**config.mk**
```make
export PLATFORM = sky130hd
export DESIGN_NAME = rf_wb_arbiter_flat
export DESIGN_NICKNAME = d
export VERILOG_FILES = /design/src/rtl/rf_wb_arbiter_if.sv /design/src/rtl/rf_wb_arbiter.sv /design/src/flat_wrapper.sv
export SDC_FILE = /design/constraint.sdc
export NUM_CORES = 1
export LEC_CHECK = 0
export ABC_AREA = 1
export CORE_MARGIN = 5
export CORE_UTILIZATION = 40
export DETAILED_ROUTE_END_ITERATION = 7
export HOLD_SLACK_MARGIN = 0.02
export PLACE_DENSITY_LB_ADDON = 0.15
export SYNTH_ARGS = -nofsm -noshare
export SYNTH_HDL_FRONTEND = slang
export SYNTH_SLANG_ARGS = --single-unit
```
**constraint.sdc**
```tcl
create_clock -name clk -period 3.7 [get_ports clk]
set_input_delay 0.555 -clock clk [delete_from_list [all_inputs] [get_ports clk]]
set_output_delay 0.555 -clock clk [all_outputs]
set_load 0.005 [all_outputs]
```
**src/rtl/rf_wb_arbiter_if.sv**
```systemverilog
// Writeback bus between the two requesters, the arbiter and the register file.
// The arbiter uses the slave modport; the requester/RF side uses master.
interface rf_wb_arbiter_if;
  logic        req0_valid;
  logic [4:0]  req0_addr;
  logic [31:0] req0_data;
  logic        req0_ready;
  logic        req1_valid;
  logic [4:0]  req1_addr;
  logic [31:0] req1_data;
  logic        req1_ready;
  logic        rf_we;
  logic [4:0]  rf_a3;
  logic [31:0] rf_wd3;
  logic [31:0] pend_mask;

  modport slave (
    input  req0_valid, req0_addr, req0_data,
    input  req1_valid, req1_addr, req1_data,
    output req0_ready, req1_ready,
    output rf_we, rf_a3, rf_wd3, pend_mask
  );

  modport master (
    output req0_valid, req0_addr, req0_data,
    output req1_valid, req1_addr, req1_data,
    input  req0_ready, req1_ready,
    input  rf_we, rf_a3, rf_wd3, pend_mask
  );
endinterface

```
**src/rtl/rf_wb_arbiter.sv**
```systemverilog
// Two-requester register-file writeback arbiter with a registered write stage.
// WB_ARB_RR_EN selects round-robin; otherwise fixed priority (req0) with req1 aging.
module rf_wb_arbiter #(
  parameter int AGE_LIMIT = 4
) (
  input logic           clk,
  input logic           rst_n,
  rf_wb_arbiter_if.slave bus
);
  logic        gnt0, gnt1, xfer;
  logic [4:0]  sel_addr;
  logic [31:0] sel_data;
  logic        rf_we_q, rf_we_d;
  logic [4:0]  rf_a3_q, rf_a3_d;
  logic [31:0] rf_wd3_q, rf_wd3_d;

`ifdef WB_ARB_RR_EN
  logic last_grant_q, last_grant_d;

  // Contention goes to whichever requester did not win the last transfer.
  always_comb begin
    gnt0 = 1'b0;
    gnt1 = 1'b0;
    if (rst_n) begin
      if (bus.req0_valid && bus.req1_valid) begin
        gnt0 = last_grant_q;
        gnt1 = !last_grant_q;
      end else begin
        gnt0 = bus.req0_valid;
        gnt1 = bus.req1_valid;
      end
    end
  end

  always_comb begin
    last_grant_d = last_grant_q;
    if (gnt1)      last_grant_d = 1'b1;
    else if (gnt0) last_grant_d = 1'b0;
  end

  always_ff @(posedge clk or negedge rst_n) begin
    if (!rst_n) last_grant_q <= 1'b1;
    else        last_grant_q <= last_grant_d;
  end
`else
  localparam logic [2:0] AGE_LIM = 3'(AGE_LIMIT);
  logic [2:0] age_q, age_d;

  // req0 wins contention until req1 has been starved AGE_LIMIT cycles.
  always_comb begin
    gnt0 = 1'b0;
    gnt1 = 1'b0;
    if (rst_n) begin
      if (bus.req0_valid && bus.req1_valid) begin
        gnt1 = (age_q >= AGE_LIM);
        gnt0 = !gnt1;
      end else begin
        gnt0 = bus.req0_valid;
        gnt1 = bus.req1_valid;
      end
    end
  end

  always_comb begin
    age_d = age_q;
    if (!bus.req1_valid || gnt1) age_d = 3'd0;
    else if (age_q != 3'd7)      age_d = age_q + 3'd1;
  end

  always_ff @(posedge clk or negedge rst_n) begin
    if (!rst_n) age_q <= 3'd0;
    else        age_q <= age_d;
  end
`endif

  assign xfer     = gnt0 || gnt1;
  assign sel_addr = gnt1 ? bus.req1_addr : bus.req0_addr;
  assign sel_data = gnt1 ? bus.req1_data : bus.req0_data;

  // Writes to x0 are accepted but dropped; address/data hold their last value.
  always_comb begin
    rf_we_d  = 1'b0;
    rf_a3_d  = rf_a3_q;
    rf_wd3_d = rf_wd3_q;
    if (xfer && sel_addr != 5'd0) begin
      rf_we_d  = 1'b1;
      rf_a3_d  = sel_addr;
      rf_wd3_d = sel_data;
    end
  end

  always_ff @(posedge clk or negedge rst_n) begin
    if (!rst_n) begin
      rf_we_q  <= 1'b0;
      rf_a3_q  <= 5'd0;
      rf_wd3_q <= 32'd0;
    end else begin
      rf_we_q  <= rf_we_d;
      rf_a3_q  <= rf_a3_d;
      rf_wd3_q <= rf_wd3_d;
    end
  end

  assign bus.req0_ready = gnt0;
  assign bus.req1_ready = gnt1;
  assign bus.rf_we      = rf_we_q;
  assign bus.rf_a3      = rf_a3_q;
  assign bus.rf_wd3     = rf_wd3_q;
  assign bus.pend_mask  = rf_we_q ? (32'd1 << rf_a3_q) : 32'd0;
endmodule

```
**src/flat_wrapper.sv**
```systemverilog
// flat-port wrapper written by rule: the top's interface ports become plain ports
module rf_wb_arbiter_flat 
#(
  parameter int AGE_LIMIT = 4
)
  (clk, rst_n, bus_req0_valid, bus_req0_addr, bus_req0_data, bus_req1_valid, bus_req1_addr, bus_req1_data, bus_req0_ready, bus_req1_ready, bus_rf_we, bus_rf_a3, bus_rf_wd3, bus_pend_mask);
  rf_wb_arbiter_if bus_i ();
  input logic clk;
  input logic rst_n;
  input wire logic [$bits(bus_i.req0_valid)-1:0] bus_req0_valid;
  input wire logic [$bits(bus_i.req0_addr)-1:0] bus_req0_addr;
  input wire logic [$bits(bus_i.req0_data)-1:0] bus_req0_data;
  input wire logic [$bits(bus_i.req1_valid)-1:0] bus_req1_valid;
  input wire logic [$bits(bus_i.req1_addr)-1:0] bus_req1_addr;
  input wire logic [$bits(bus_i.req1_data)-1:0] bus_req1_data;
  output wire logic [$bits(bus_i.req0_ready)-1:0] bus_req0_ready;
  output wire logic [$bits(bus_i.req1_ready)-1:0] bus_req1_ready;
  output wire logic [$bits(bus_i.rf_we)-1:0] bus_rf_we;
  output wire logic [$bits(bus_i.rf_a3)-1:0] bus_rf_a3;
  output wire logic [$bits(bus_i.rf_wd3)-1:0] bus_rf_wd3;
  output wire logic [$bits(bus_i.pend_mask)-1:0] bus_pend_mask;
  assign bus_i.req0_valid = bus_req0_valid;
  assign bus_i.req0_addr = bus_req0_addr;
  assign bus_i.req0_data = bus_req0_data;
  assign bus_i.req1_valid = bus_req1_valid;
  assign bus_i.req1_addr = bus_req1_addr;
  assign bus_i.req1_data = bus_req1_data;
  assign bus_req0_ready = bus_i.req0_ready;
  assign bus_req1_ready = bus_i.req1_ready;
  assign bus_rf_we = bus_i.rf_we;
  assign bus_rf_a3 = bus_i.rf_a3;
  assign bus_rf_wd3 = bus_i.rf_wd3;
  assign bus_pend_mask = bus_i.pend_mask;
  rf_wb_arbiter #(.AGE_LIMIT(AGE_LIMIT)) u_core (.clk(clk), .rst_n(rst_n), .bus(bus_i));
endmodule
```
==> key figures <==
Synth
  • Xor-xnor portion of the synthesized cell area: 0.00326
  • Synth Area in Compound Gates: 0.0116
  • Mean Syn Cell Area: 7.17 um^2
  • Number of enable flip-flop cells after synthesis: 0
  • Synth Area in Simple Gates: 0.505
  • Synth top cells by count: 152 x nand2_1, 55 x nand3_1, 41 x dfrtp_1, 34 x nor2_1, 21 x nand3_2
  • Number of synthesized register bits: 41
  • Most numerous cell in the Yosys netlist: nand2_1
  • Post-synth cell types: 24
  • Synth area leaders: dfrtp_1 38%, nand2_1 21%, nand3_1 10%, nand3_2 7.8%, nor2_1 4.7%
  • Mapped cell area: 2690 um^2
  • Yosys warns: 0
  • Top_reg_cell synth: dfrtp_1
  • Post-synthesis net count: 455
  • Adder-cell share of the synthesized area: 0.00931
  • Largest family of logic cells by synthesized area: simple AND/OR/NAND/NOR gates
  • Post-synthesis sequential area ratio: 0.382
  • Mux cell area share after synthesis: 0
  • Top-area cell type share of the netlist area: 0.382
  • Cells after Synth: 375
  • Synth area leader: dfrtp_1
  • Ys async rst share: 1.00

STA
  • Setup WS post-layout: 0.943 ns
  • Crit path time final: 2.76 ns
  • Final period util: 0.745
  • Worst slew margin: 0.649
  • RSZ-0062 raised after global routing: false
  • Fmax: 363 MHz
  • Setup Skew: 0.00797 ns
  • Final Hold Fails: 0
  • WHS: 0.369 ns
  • Slew Viols, Final: 0
  • Worst-Margin Slew: 0.527 ns
  • Final setup vio count: 0
  • Fin Setup TNS: 0 ns

Place
  • Post-detail-place hpwl: 6220 um
  • Setup slack at placement: 0.825 ns
  • Area post-placement: 4130 um^2
  • Gpl congestion: 0.818
  • I/O Buffers: 149

Worst hold path
  • Worst min path class: primary input to async pin

Detailed routing
  • Post-route ant nets: 0
  • DR iter-0 viols: 74
  • Vias per inst: 4.90
  • DRC Markers: 0
  • Total number of vias: 2869
  • 1st-pass router iterations: 4
  • WL/cell: 13.7 um
  • WL final: 8000 um

Global route
  • First-pass GRT wire length: 13300 um
  • Total grt overflow: 0
  • Pin count of the biggest net entering global routing: 42
  • Initial antenna violation count: 0
  • Tot GR Track Use: 0.191
  • Vias in the first global route: 2849

Floorplanning
  • DIE AREA: 8460 um^2
  • DIE WIDTH: 92.0 um
  • Row count: 29
  • Core area: 6460 um^2
  • Die Ht: 92.0 um
  • Num ports: 150
  • Starting Density: 0.416

Critical path
  • Worst reg-to-reg path cell count: 10
  • Crit end category: primary output
  • Startpoint class of the critical path: primary input
  • Crit-path max FO: 40
  • CP required: 3.14 ns
  • CP arrival: 2.20 ns
  • Setup CP Type: primary input to primary output

Power and ir drop
  • Pwr Total: 1.35 mW
  • Power per cell area: 320 nW/um^2
  • P_leak: 1.98 nW
  • VDD IR-drop max: 184 uV

Clock network
  • CTS H-tree depth: 2
  • Clock Pin Slew Worst Setup and Hold Paths: 0.08 ns
  • CTS Buffer Depth: 2
  • Hold-fix buffers, CTS: 0
  • Cts bufs inserted: 5
  • Clk root buf: clkbuf_8
  • Post-CTS Resized: 0
  • Post-CTS Setup Bufs: 0
  • TritonCTS clock tree: built
  • Worst-Skew Late Latency: 0.29 ns
  • Sink Count: 41

Layout
  • Share of layout cells above drive strength 1: 0.0906
  • Final-stage net count: 588
  • FILL cells: 594
  • Final antenna diode count: 0
  • P&R area growth vs syn: 57.1%
  • Post-layout instance area: 4220 um^2

Outcome
  • Status: complete, no violations

Job
  • Max cap viols: 0
[report_power, final]
group          leakage (nW)  internal [mW]  total, mW  switching (mW)
Sequential            0.516          0.513      0.571          0.0581
Clock                0.0433          0.148      0.300           0.152
Combinational          1.42          0.265      0.480           0.215
[worst max-delay path, stage by stage]
cell	delay, ns
clkdlybuf4s50_1	0.50
nand2_1	0.12
clkinv_2	0.11
nand2_4	0.25
inv_1	0.15
clkdlybuf4s50_1	0.51
[stage by stage]
stage                util  cells
finish              0.654    585
global route        0.654    585
CTS                 0.654    585
detailed placement  0.640    578
global placement    0.640    578
floorplan               -    375
[per-layer routing]
layer	part of all wire	track usage	up-vias
li1	-	-	1469
met1	0.39	0.212	1284
met2	0.50	0.345	107
met3	0.098	0.0728	9
met4	0.012	0.0470	0
met5	0	0	-
[worst paths after layout]
kind	slack, ns	from	to
max	0.94	bus_req1_valid	bus_req1_ready
max reg2reg	1.61	u_core.age_q[2]	u_core.bus.rf_wd3[5]
min reg2reg	0.51	u_core.bus.rf_wd3[30]	u_core.bus.rf_wd3[30]
max in group asynchronous	2.96	rst_n	u_core.bus.rf_a3[3]
min	0.37	rst_n	u_core.bus.rf_wd3[5]
min in group clk	0.51	u_core.bus.rf_wd3[30]	u_core.bus.rf_wd3[30]
[layout make-up]
cell class	count	area (um^2)	share of cell area
clock inverters	1	7.51	0.00178
well taps	77	96.3	0.0228
inverters	13	50.0	0.0119
repair buffers	154	1520	0.361
multi-input cells	293	1440	0.340
flip-flops and latches	41	1030	0.243
clock buffers	6	82.6	0.0196
[registers in the layout, summed over array words and instances, names as in the netlist]
register	count
u_core.bus.rf_wd3	32
u_core.age_q	3
u_core.bus.rf_we	1
u_core.bus.rf_a3	5
[cells by family after synthesis]
group	count (synthesis)
adders and majority gates	2
xor gates and xnor gates	1
buffers and inverters	41
AOI/OAI and AO/OA	5
DFF	41
and+or+nand+nor	285
[layout by cell type, fill, tap and decap left out, drive strengths merged]
cell type,synthesis,routed
ha,2,2
nor2,35,35
xor2,1,1
buf,19,6
inv,12,12
nand4,16,16
a21oi,2,2
o21ai,2,2
clkdlybuf4s50,0,148
nand3,76,76
nand2,158,158
dfrtp,41,41
clkbuf,9,6
a211oi,1,1
clkinvlp,0,1
clkinv,1,1
No activity file was read; power rests on OpenSTA's default activity.
